$ cat config.mk
export PLATFORM = sky130hd
export DESIGN_NAME = csr_trap_unit
export DESIGN_NICKNAME = d
export VERILOG_FILES = /design/src/rtl/csr_pkg.sv /design/src/rtl/csr_irq_arbiter.sv /design/src/rtl/csr_trap_unit.sv
export SDC_FILE = /design/constraint.sdc
export NUM_CORES = 1
export LEC_CHECK = 0
export BUFFER_PORTS_ARGS = -buffer_cell sky130_fd_sc_hd__buf_2
export CAP_MARGIN = 15
export CORE_ASPECT_RATIO = 1.75
export CORE_MARGIN = 3
export CORE_UTILIZATION = 45
export DETAILED_ROUTE_END_ITERATION = 12
export GPL_TIMING_DRIVEN = 0
export PLACE_DENSITY = 0.66
export SYNTH_ARGS = -nofsm -noshare
export SYNTH_HDL_FRONTEND = slang
export SYNTH_HIERARCHICAL = 1
export SYNTH_SLANG_ARGS = --single-unit
$ cat constraint.sdc
create_clock -name clk -period 3.9 [get_ports clk]
set_input_delay 0.195 -clock clk [delete_from_list [all_inputs] [get_ports clk]]
set_output_delay 0.195 -clock clk [all_outputs]
set_load 0.03 [all_outputs]
$ cat src/rtl/csr_pkg.sv
// Shared definitions for the machine-mode CSR file and trap controller:
// CSR addresses, operation encodings, mstatus bit positions, FSM states and cause codes.
package csr_pkg;

  localparam logic [11:0] CSR_MSTATUS   = 12'h300;
  localparam logic [11:0] CSR_MIE       = 12'h304;
  localparam logic [11:0] CSR_MTVEC     = 12'h305;
  localparam logic [11:0] CSR_MSCRATCH  = 12'h340;
  localparam logic [11:0] CSR_MEPC      = 12'h341;
  localparam logic [11:0] CSR_MCAUSE    = 12'h342;
  localparam logic [11:0] CSR_MTVAL     = 12'h343;
  localparam logic [11:0] CSR_MIP       = 12'h344;
  localparam logic [11:0] CSR_MHARTID   = 12'hF14;
  localparam logic [11:0] CSR_MCYCLE    = 12'hB00;
  localparam logic [11:0] CSR_MINSTRET  = 12'hB02;
  localparam logic [11:0] CSR_MCYCLEH   = 12'hB80;
  localparam logic [11:0] CSR_MINSTRETH = 12'hB82;

  localparam int MSTATUS_MIE  = 3;
  localparam int MSTATUS_MPIE = 7;

  localparam logic [4:0] EXC_ILLEGAL_INSTR = 5'd2;
  localparam logic [4:0] EXC_BREAKPOINT    = 5'd3;
  localparam logic [4:0] EXC_ECALL_M       = 5'd11;

  typedef enum logic [1:0] {
    CSR_OP_NONE  = 2'b00,
    CSR_OP_WRITE = 2'b01,
    CSR_OP_SET   = 2'b10,
    CSR_OP_CLEAR = 2'b11
  } csr_op_e;

  typedef enum logic {
    IDLE = 1'b0,
    PEND = 1'b1
  } trap_state_e;

  // Trap waiting for the core: for interrupts code is the source index, epc/tval unused.
  typedef struct packed {
    logic        is_irq;
    logic [4:0]  code;
    logic [31:0] tval;
    logic [31:0] epc;
  } trap_cand_t;

  function automatic logic [31:0] csr_apply(input csr_op_e op, input logic [31:0] old_val,
                                            input logic [31:0] wdata);
    case (op)
      CSR_OP_WRITE: return wdata;
      CSR_OP_SET:   return old_val | wdata;
      CSR_OP_CLEAR: return old_val & ~wdata;
      default:      return old_val;
    endcase
  endfunction

endpackage

$ cat src/rtl/csr_irq_arbiter.sv
// Fixed-priority interrupt arbiter: the lowest-index eligible source wins.
module csr_irq_arbiter
  import csr_pkg::*;
#(
  parameter int NUM_IRQ = 16
) (
  input  logic [NUM_IRQ-1:0] eligible_i,
  output logic               any_valid_o,
  output logic [4:0]         idx_o
);

  // NOTE: every output gets a default before the loop, so no path leaves it unassigned
  // and no latch is inferred.
  always_comb begin
    any_valid_o = |eligible_i;
    idx_o       = '0;
    for (int i = NUM_IRQ - 1; i >= 0; i--) begin
      if (eligible_i[i]) idx_o = 5'(i);
    end
  end

endmodule

$ cat src/rtl/csr_trap_unit.sv
// Machine-mode CSR file and trap controller with prioritised interrupts and exceptions.
// Optional mcycle/minstret counters are built when CSR_COUNTERS_EN is defined.
module csr_trap_unit
  import csr_pkg::*;
#(
  parameter int          NUM_IRQ     = 16,
  parameter logic [31:0] MTVEC_RESET = 32'h0000_0000,
  parameter int          HART_ID     = 0
) (
  input  logic               clk,
  input  logic               reset,
  input  logic [11:0]        csr_addr,
  input  logic [31:0]        csr_wdata,
  input  logic [1:0]         csr_op,
  output logic [31:0]        csr_rdata,
  input  logic [NUM_IRQ-1:0] irq_pend,
  input  logic               exc_valid,
  input  logic [4:0]         exc_cause,
  input  logic [31:0]        exc_tval,
  input  logic [31:0]        exc_pc,
  input  logic [31:0]        pc_next,
  input  logic               trap_ack,
  input  logic               mret,
  output logic               trap_req,
  output logic [31:0]        trap_vector,
  output logic [31:0]        mepc_out,
  output logic               mstatus_mie
`ifdef CSR_COUNTERS_EN
  ,
  input  logic               instr_retire
`endif
);

  localparam logic [31:0] MIE_MASK = 32'((64'd1 << NUM_IRQ) - 64'd1);

  trap_state_e        state_q, state_d;
  trap_cand_t         cand_q, cand_d;
  logic               trap_req_q, trap_req_d;
  logic               mie_bit_q, mie_bit_d;
  logic               mpie_q, mpie_d;
  logic [31:0]        mie_q, mie_d;
  logic [31:0]        mtvec_q, mtvec_d;
  logic [31:0]        mscratch_q, mscratch_d;
  logic [31:0]        mepc_q, mepc_d;
  logic [31:0]        mcause_q, mcause_d;
  logic [31:0]        mtval_q, mtval_d;
  logic [NUM_IRQ-1:0] mip_q;
  logic [31:0]        rdata_q;
`ifdef CSR_COUNTERS_EN
  logic [63:0]        mcycle_q, mcycle_d;
  logic [63:0]        minstret_q, minstret_d;
`endif

  csr_op_e      op;
  logic         wr_en;
  logic [31:0]  mstatus_rd;
  logic [31:0]  rd_val;
  logic [31:0]  wval;
  logic         irq_valid;
  logic [4:0]   irq_idx;
  logic [31:0]  tvec_base;

  assign op    = csr_op_e'(csr_op);
  assign wr_en = (op != CSR_OP_NONE);

  always_comb begin
    mstatus_rd               = '0;
    mstatus_rd[MSTATUS_MIE]  = mie_bit_q;
    mstatus_rd[MSTATUS_MPIE] = mpie_q;
  end

  always_comb begin
    rd_val = '0;
    case (csr_addr)
      CSR_MSTATUS:   rd_val = mstatus_rd;
      CSR_MIE:       rd_val = mie_q;
      CSR_MTVEC:     rd_val = mtvec_q;
      CSR_MSCRATCH:  rd_val = mscratch_q;
      CSR_MEPC:      rd_val = mepc_q;
      CSR_MCAUSE:    rd_val = mcause_q;
      CSR_MTVAL:     rd_val = mtval_q;
      CSR_MIP:       rd_val = 32'(mip_q);
      CSR_MHARTID:   rd_val = 32'(HART_ID);
`ifdef CSR_COUNTERS_EN
      CSR_MCYCLE:    rd_val = mcycle_q[31:0];
      CSR_MCYCLEH:   rd_val = mcycle_q[63:32];
      CSR_MINSTRET:  rd_val = minstret_q[31:0];
      CSR_MINSTRETH: rd_val = minstret_q[63:32];
`endif
      default:       rd_val = '0;
    endcase
  end

  // Set/clear operate on the architecturally visible value, so masked bits stay masked.
  assign wval = csr_apply(op, rd_val, csr_wdata);

  csr_irq_arbiter #(.NUM_IRQ(NUM_IRQ)) u_arbiter (
    .eligible_i  (mip_q & mie_q[NUM_IRQ-1:0] & {NUM_IRQ{mie_bit_q}}),
    .any_valid_o (irq_valid),
    .idx_o       (irq_idx)
  );

  always_comb begin
    state_d    = state_q;
    cand_d     = cand_q;
    trap_req_d = trap_req_q;
    mie_bit_d  = mie_bit_q;
    mpie_d     = mpie_q;
    mie_d      = mie_q;
    mtvec_d    = mtvec_q;
    mscratch_d = mscratch_q;
    mepc_d     = mepc_q;
    mcause_d   = mcause_q;
    mtval_d    = mtval_q;

    // Ordering below sets precedence: mret, then CSR write, then trap commit wins last.
    if (mret && state_q == IDLE) begin
      mie_bit_d = mpie_q;
      mpie_d    = 1'b1;
    end

    if (wr_en) begin
      case (csr_addr)
        CSR_MSTATUS: begin
          mie_bit_d = wval[MSTATUS_MIE];
          mpie_d    = wval[MSTATUS_MPIE];
        end
        CSR_MIE:      mie_d      = wval & MIE_MASK;
        CSR_MTVEC:    mtvec_d    = {wval[31:2], wval[1] ? 2'b00 : wval[1:0]};
        CSR_MSCRATCH: mscratch_d = wval;
        CSR_MEPC:     mepc_d     = wval;
        CSR_MCAUSE:   mcause_d   = wval;
        CSR_MTVAL:    mtval_d    = wval;
        default: ;
      endcase
    end

    case (state_q)
      IDLE: begin
        if (exc_valid) begin
          cand_d     = '{is_irq: 1'b0, code: exc_cause, tval: exc_tval, epc: exc_pc};
          state_d    = PEND;
          trap_req_d = 1'b1;
        end else if (irq_valid) begin
          cand_d     = '{is_irq: 1'b1, code: irq_idx, tval: 32'd0, epc: 32'd0};
          state_d    = PEND;
          trap_req_d = 1'b1;
        end
      end
      PEND: begin
        if (trap_ack) begin
          mepc_d     = cand_q.is_irq ? pc_next : cand_q.epc;
          mcause_d   = {cand_q.is_irq, 26'd0, cand_q.code};
          mtval_d    = cand_q.is_irq ? 32'd0 : cand_q.tval;
          mpie_d     = mie_bit_q;
          mie_bit_d  = 1'b0;
          state_d    = IDLE;
          trap_req_d = 1'b0;
        end else if (exc_valid && cand_q.is_irq) begin
          cand_d = '{is_irq: 1'b0, code: exc_cause, tval: exc_tval, epc: exc_pc};
        end
      end
      default: begin
        state_d    = IDLE;
        trap_req_d = 1'b0;
      end
    endcase
  end

`ifdef CSR_COUNTERS_EN
  always_comb begin
    mcycle_d   = mcycle_q + 64'd1;
    minstret_d = minstret_q + 64'(instr_retire);
    if (wr_en) begin
      case (csr_addr)
        CSR_MCYCLE:    mcycle_d   = {mcycle_q[63:32], wval};
        CSR_MCYCLEH:   mcycle_d   = {wval, mcycle_q[31:0]};
        CSR_MINSTRET:  minstret_d = {minstret_q[63:32], wval};
        CSR_MINSTRETH: minstret_d = {wval, minstret_q[31:0]};
        default: ;
      endcase
    end
  end
`endif

  // NOTE: state registers use non-blocking assignments so every flop samples the
  // pre-edge values regardless of statement order.
  always_ff @(posedge clk) begin
    if (reset) begin
      state_q    <= IDLE;
      cand_q     <= '0;
      trap_req_q <= 1'b0;
      mie_bit_q  <= 1'b0;
      mpie_q     <= 1'b0;
      mie_q      <= '0;
      mtvec_q    <= MTVEC_RESET;
      mscratch_q <= '0;
      mepc_q     <= '0;
      mcause_q   <= '0;
      mtval_q    <= '0;
      mip_q      <= '0;
      rdata_q    <= '0;
    end else begin
      state_q    <= state_d;
      cand_q     <= cand_d;
      trap_req_q <= trap_req_d;
      mie_bit_q  <= mie_bit_d;
      mpie_q     <= mpie_d;
      mie_q      <= mie_d;
      mtvec_q    <= mtvec_d;
      mscratch_q <= mscratch_d;
      mepc_q     <= mepc_d;
      mcause_q   <= mcause_d;
      mtval_q    <= mtval_d;
      mip_q      <= irq_pend;
      rdata_q    <= rd_val;
    end
  end

`ifdef CSR_COUNTERS_EN
  always_ff @(posedge clk) begin
    if (reset) begin
      mcycle_q   <= '0;
      minstret_q <= '0;
    end else begin
      mcycle_q   <= mcycle_d;
      minstret_q <= minstret_d;
    end
  end
`endif

  assign tvec_base   = {mtvec_q[31:2], 2'b00};
  assign trap_vector = tvec_base + ((mtvec_q[1:0] == 2'b01 && cand_q.is_irq)
                                    ? {25'd0, cand_q.code, 2'b00} : 32'd0);
  assign trap_req    = trap_req_q;
  assign csr_rdata   = rdata_q;
  assign mepc_out    = mepc_q;
  assign mstatus_mie = mie_bit_q;

endmodule

==> results by group <==
Status
  – Status: completed

CTS
  – CTS Buf Count: 29
  – CTS tree: built
  – Clk sinks: between 200 and 300
  – Clk Latency, worst-skew pair: 590 ps
  – CTS root buffer: clkbuf_16
  – Clock buffer depth: 3
  – Clk slew on worst S/H paths: about 70 ps
  – CTS H-tree depth: 1

Yosys
  – Flops & latches, synth: 297
  – Synthesis Warnings: 6
  – Async set or reset register ratio after synthesis: 0
  – Seq/Total Area, Yosys: 0.399
  – Number of synthesized flops with an enable pin: 0
  – Cell count after synthesis: around 1,900
  – Mapped Avg Cell Area: 8.02 sq um
  – Post-synthesis cell area: between 10,000 and 15,000 sq um
  – Netlist cell types: 73
  – Post-synth top flop: dfxtp_1

Global route
  – GR Overflow Total: 0
  – Vias in the first global route: 16,389
  – First-pass GRT wire length: 100 mm
  – Antenna violations before repair: 2
  – Pin count of the biggest net entering global routing: 16
  – Overall global routing resource usage: 0.376

Critical path
  – CP Data Required Time: approximately 4400 ps
  – Worst-path fanout max: 11
  – R2R setup slack: ~95 ps
  – WP data arrival: 4300 ps
  – R2R depth: 11
  – Startpoint Class: flip-flop
  – WS Path Type: reg -> reg
  – Crit. End Element: flip-flop

Run
  – Max Cap Viol: 0

STA
  – FMAX: 263 MHz
  – Final setup violation count: 0
  – Final slew viol count: 0
  – Final period util: 0.976
  – Clk_skew: 16.6 ps
  – Fin crit period: 3800 ps
  – Relative slew slack: 0.244
  – Slew @ Worst Pin: 1130 ps
  – Unrepaired setup endpoints after global routing: false
  – Final hold vios: 0
  – Hold WS: 7.98 ps

Placed design
  – Placed Cells: 2,520
  – Routability cong.: a little over 1
  – Dpl hpwl: 52.8 mm
  – Buffers on Ports: roughly 260

Routing
  – DR DRC count: 0
  – DR iter-0 viols: 1,611
  – Vias per cell: 6.19
  – ANT nets after route: 0
  – DR WL/cell: 25.8 um
  – Initial DRT Pass Iterations: 6
  – Vias after detailed routing: approximately 17,000
  – Aggregate routed wire length: 69.2 mm

Floorplanning
  – Effective utilization at floorplan: 0.460
  – Die X: 144 um
  – Site Rows: 87
  – Die height: between 200 and 250 um
  – I/O Pins: 266
  – Core region area: roughly 32,000 sq um
  – Die Area: 35,400 sq um

Finish
  – Layout cells sized above 1: 0.183
  – Layout Cells excl Fill: 2,684
  – Layout area overhead: 26.9%
  – Fin nets: 2,434

Pwr
  – Pwr dens: just under 400 nW/um^2
  – Total power: 7.28 mW
  – Leakage: 7.15 nW
  – Max IR drop VDD: 358 uV

Min path
  – Worst Hold Class: in -> reg
  – Hold Path Stages: 5
## final timing paths
check / start / endpoint
hold / removal: pc_next[10] / mepc_out[10]$_SDFF_PP0_
setup / recovery: mstatus_mie$_SDFF_PP0_ / cand_q[49]$_SDFFE_PP0P_
hold reg to reg: cand_q[4]$_SDFFE_PP0P_ / cand_q[4]$_SDFFE_PP0P_
setup reg to reg: mstatus_mie$_SDFF_PP0_ / cand_q[49]$_SDFFE_PP0P_
## cell type report
cell class / count / area, sq um
antenna: 2 / 5.00
multi-input combinational: 1387 / 8280
timing repair buffer: 370 / 2390
clock inverter: 17 / 277
tap: 400 / 500
clock buffer: 36 / 762
inverter: 17 / 63.8
buffer: 158 / 686
sequential: 297 / 5950
fill: 3041 / 13500
## layout by cell type (no fill, tap or decap), types with 18 or more instances in the layout
master,n
a22oi_1,40
and3_1,27
xor2_1,18
o21ai_0,73
nand2_1,336
a31oi_1,23
nand3b_1,64
nand3_1,126
buf_2,284
dlygate4sd3_1,105
dfxtp_1,296
a21oi_1,239
a211oi_1,20
nor2_1,99
clkbuf_1,115
nor2b_1,37
xnor2_1,38
mux4_2,20
mux2i_1,22
clkbuf_16,29
## routing by layer
metal / vias up / wire length (um) / GRT usage
li1: 7416 / - / -
met1: 7883 / 24200 / 0.420
met2: 1031 / 33800 / 0.652
met3: 287 / 5540 / 0.0515
met4: 2 / 5710 / 0.259
met5: - / 18 / 0
## flip-flops by register name, indices dropped and copies added (netlist names)
| name | count |
|---|---|
| mie_q | 16 |
| mscratch_q | 32 |
| csr_rdata | 32 |
| mpie_q | 1 |
| mepc_out | 32 |
| trap_req | 1 |
| state_q | 1 |
| mtvec_q | 31 |
| mtval_q | 32 |
| mcause_q | 32 |
| mip_q | 16 |
| cand_q | 70 |
| mstatus_mie | 1 |
## cell usage after synthesis (all sizes together) (11+ instances only)
master  number  area, sq um
nand2      338         1270
dfxtp      297         5950
a21oi      239         1200
nand3      126          631
clkbuf     114          428
nor2       100          378
o21ai       79          399
nand3b      64          480
buf         44          234
a22oi       42          325
xnor2       39          342
nor2b       37          231
and3        27          169
a31oi       23          144
a211oi      22          165
mux2i       22          220
mux4        20          450
xor2        18          158
a311oi      17          149
inv         17         63.8
nand2b      17          106
a221oi      16          140
nor3        14         80.1
o31ai       12         90.1
or3b        12          105
nor4        11          156
## logic make-up after synthesis
| family | Yosys count | share of synthesized area |
|---|---|---|
| AO/OA/AOI/OAI | 501 | 0.209 |
| XOR/XNOR | 57 | 0.0335 |
| adder cells (fa/ha/maj) | 6 | 0.00554 |
| buffers and inverters | 175 | 0.0487 |
| flip-flops | 297 | 0.399 |
| multiplexers | 44 | 0.0465 |
| other | 2 | 0.000504 |
| AND/OR/NAND/NOR | 776 | 0.258 |
## critical path: stages (launching register included)
cell	delay [ps]
dfxtp_1	480
clkbuf_1	350
and3_1	350
nor4_2	310
nand3_1	150
or3_1	480
nor2_1	230
o21a_1	170
clkbuf_1	390
clkbuf_1	530
nand2_1	120
a21oi_1	160
## where the power goes
group | switching [mW] | internal [mW]
Combinational | 0.584 | 0.332
Clock | 1.32 | 1.86
Sequential | 0.0707 | 3.12
Total | 1.98 | 5.30
## per-stage QoR
step / setup WS, ps / utilization / cell area [sq um] / setup TNS [ps]
3_5_place_dp: -713 / 0.516 / 16700 / -5630
5_1_grt: 27.8 / 0.583 / 18900 / 0
6_report: 95.0 / 0.583 / 18900 / 0
2_1_floorplan: 512 / - / 14900 / 0
3_3_place_gp: -629 / 0.515 / 16700 / -4420
4_1_cts: 29.4 / 0.582 / 18900 / 0
## timing repair
item | CTS | global route
pin swaps | 2 | 0
buffers inserted | 3 | 1
hold endpoints to repair | 105 | 0
endpoints found under the setup margin | 26 | 39
hold buffers | 105 | 0
resized for setup | 10 | 14
Note: power is estimated with default switching activity, not from simulation.
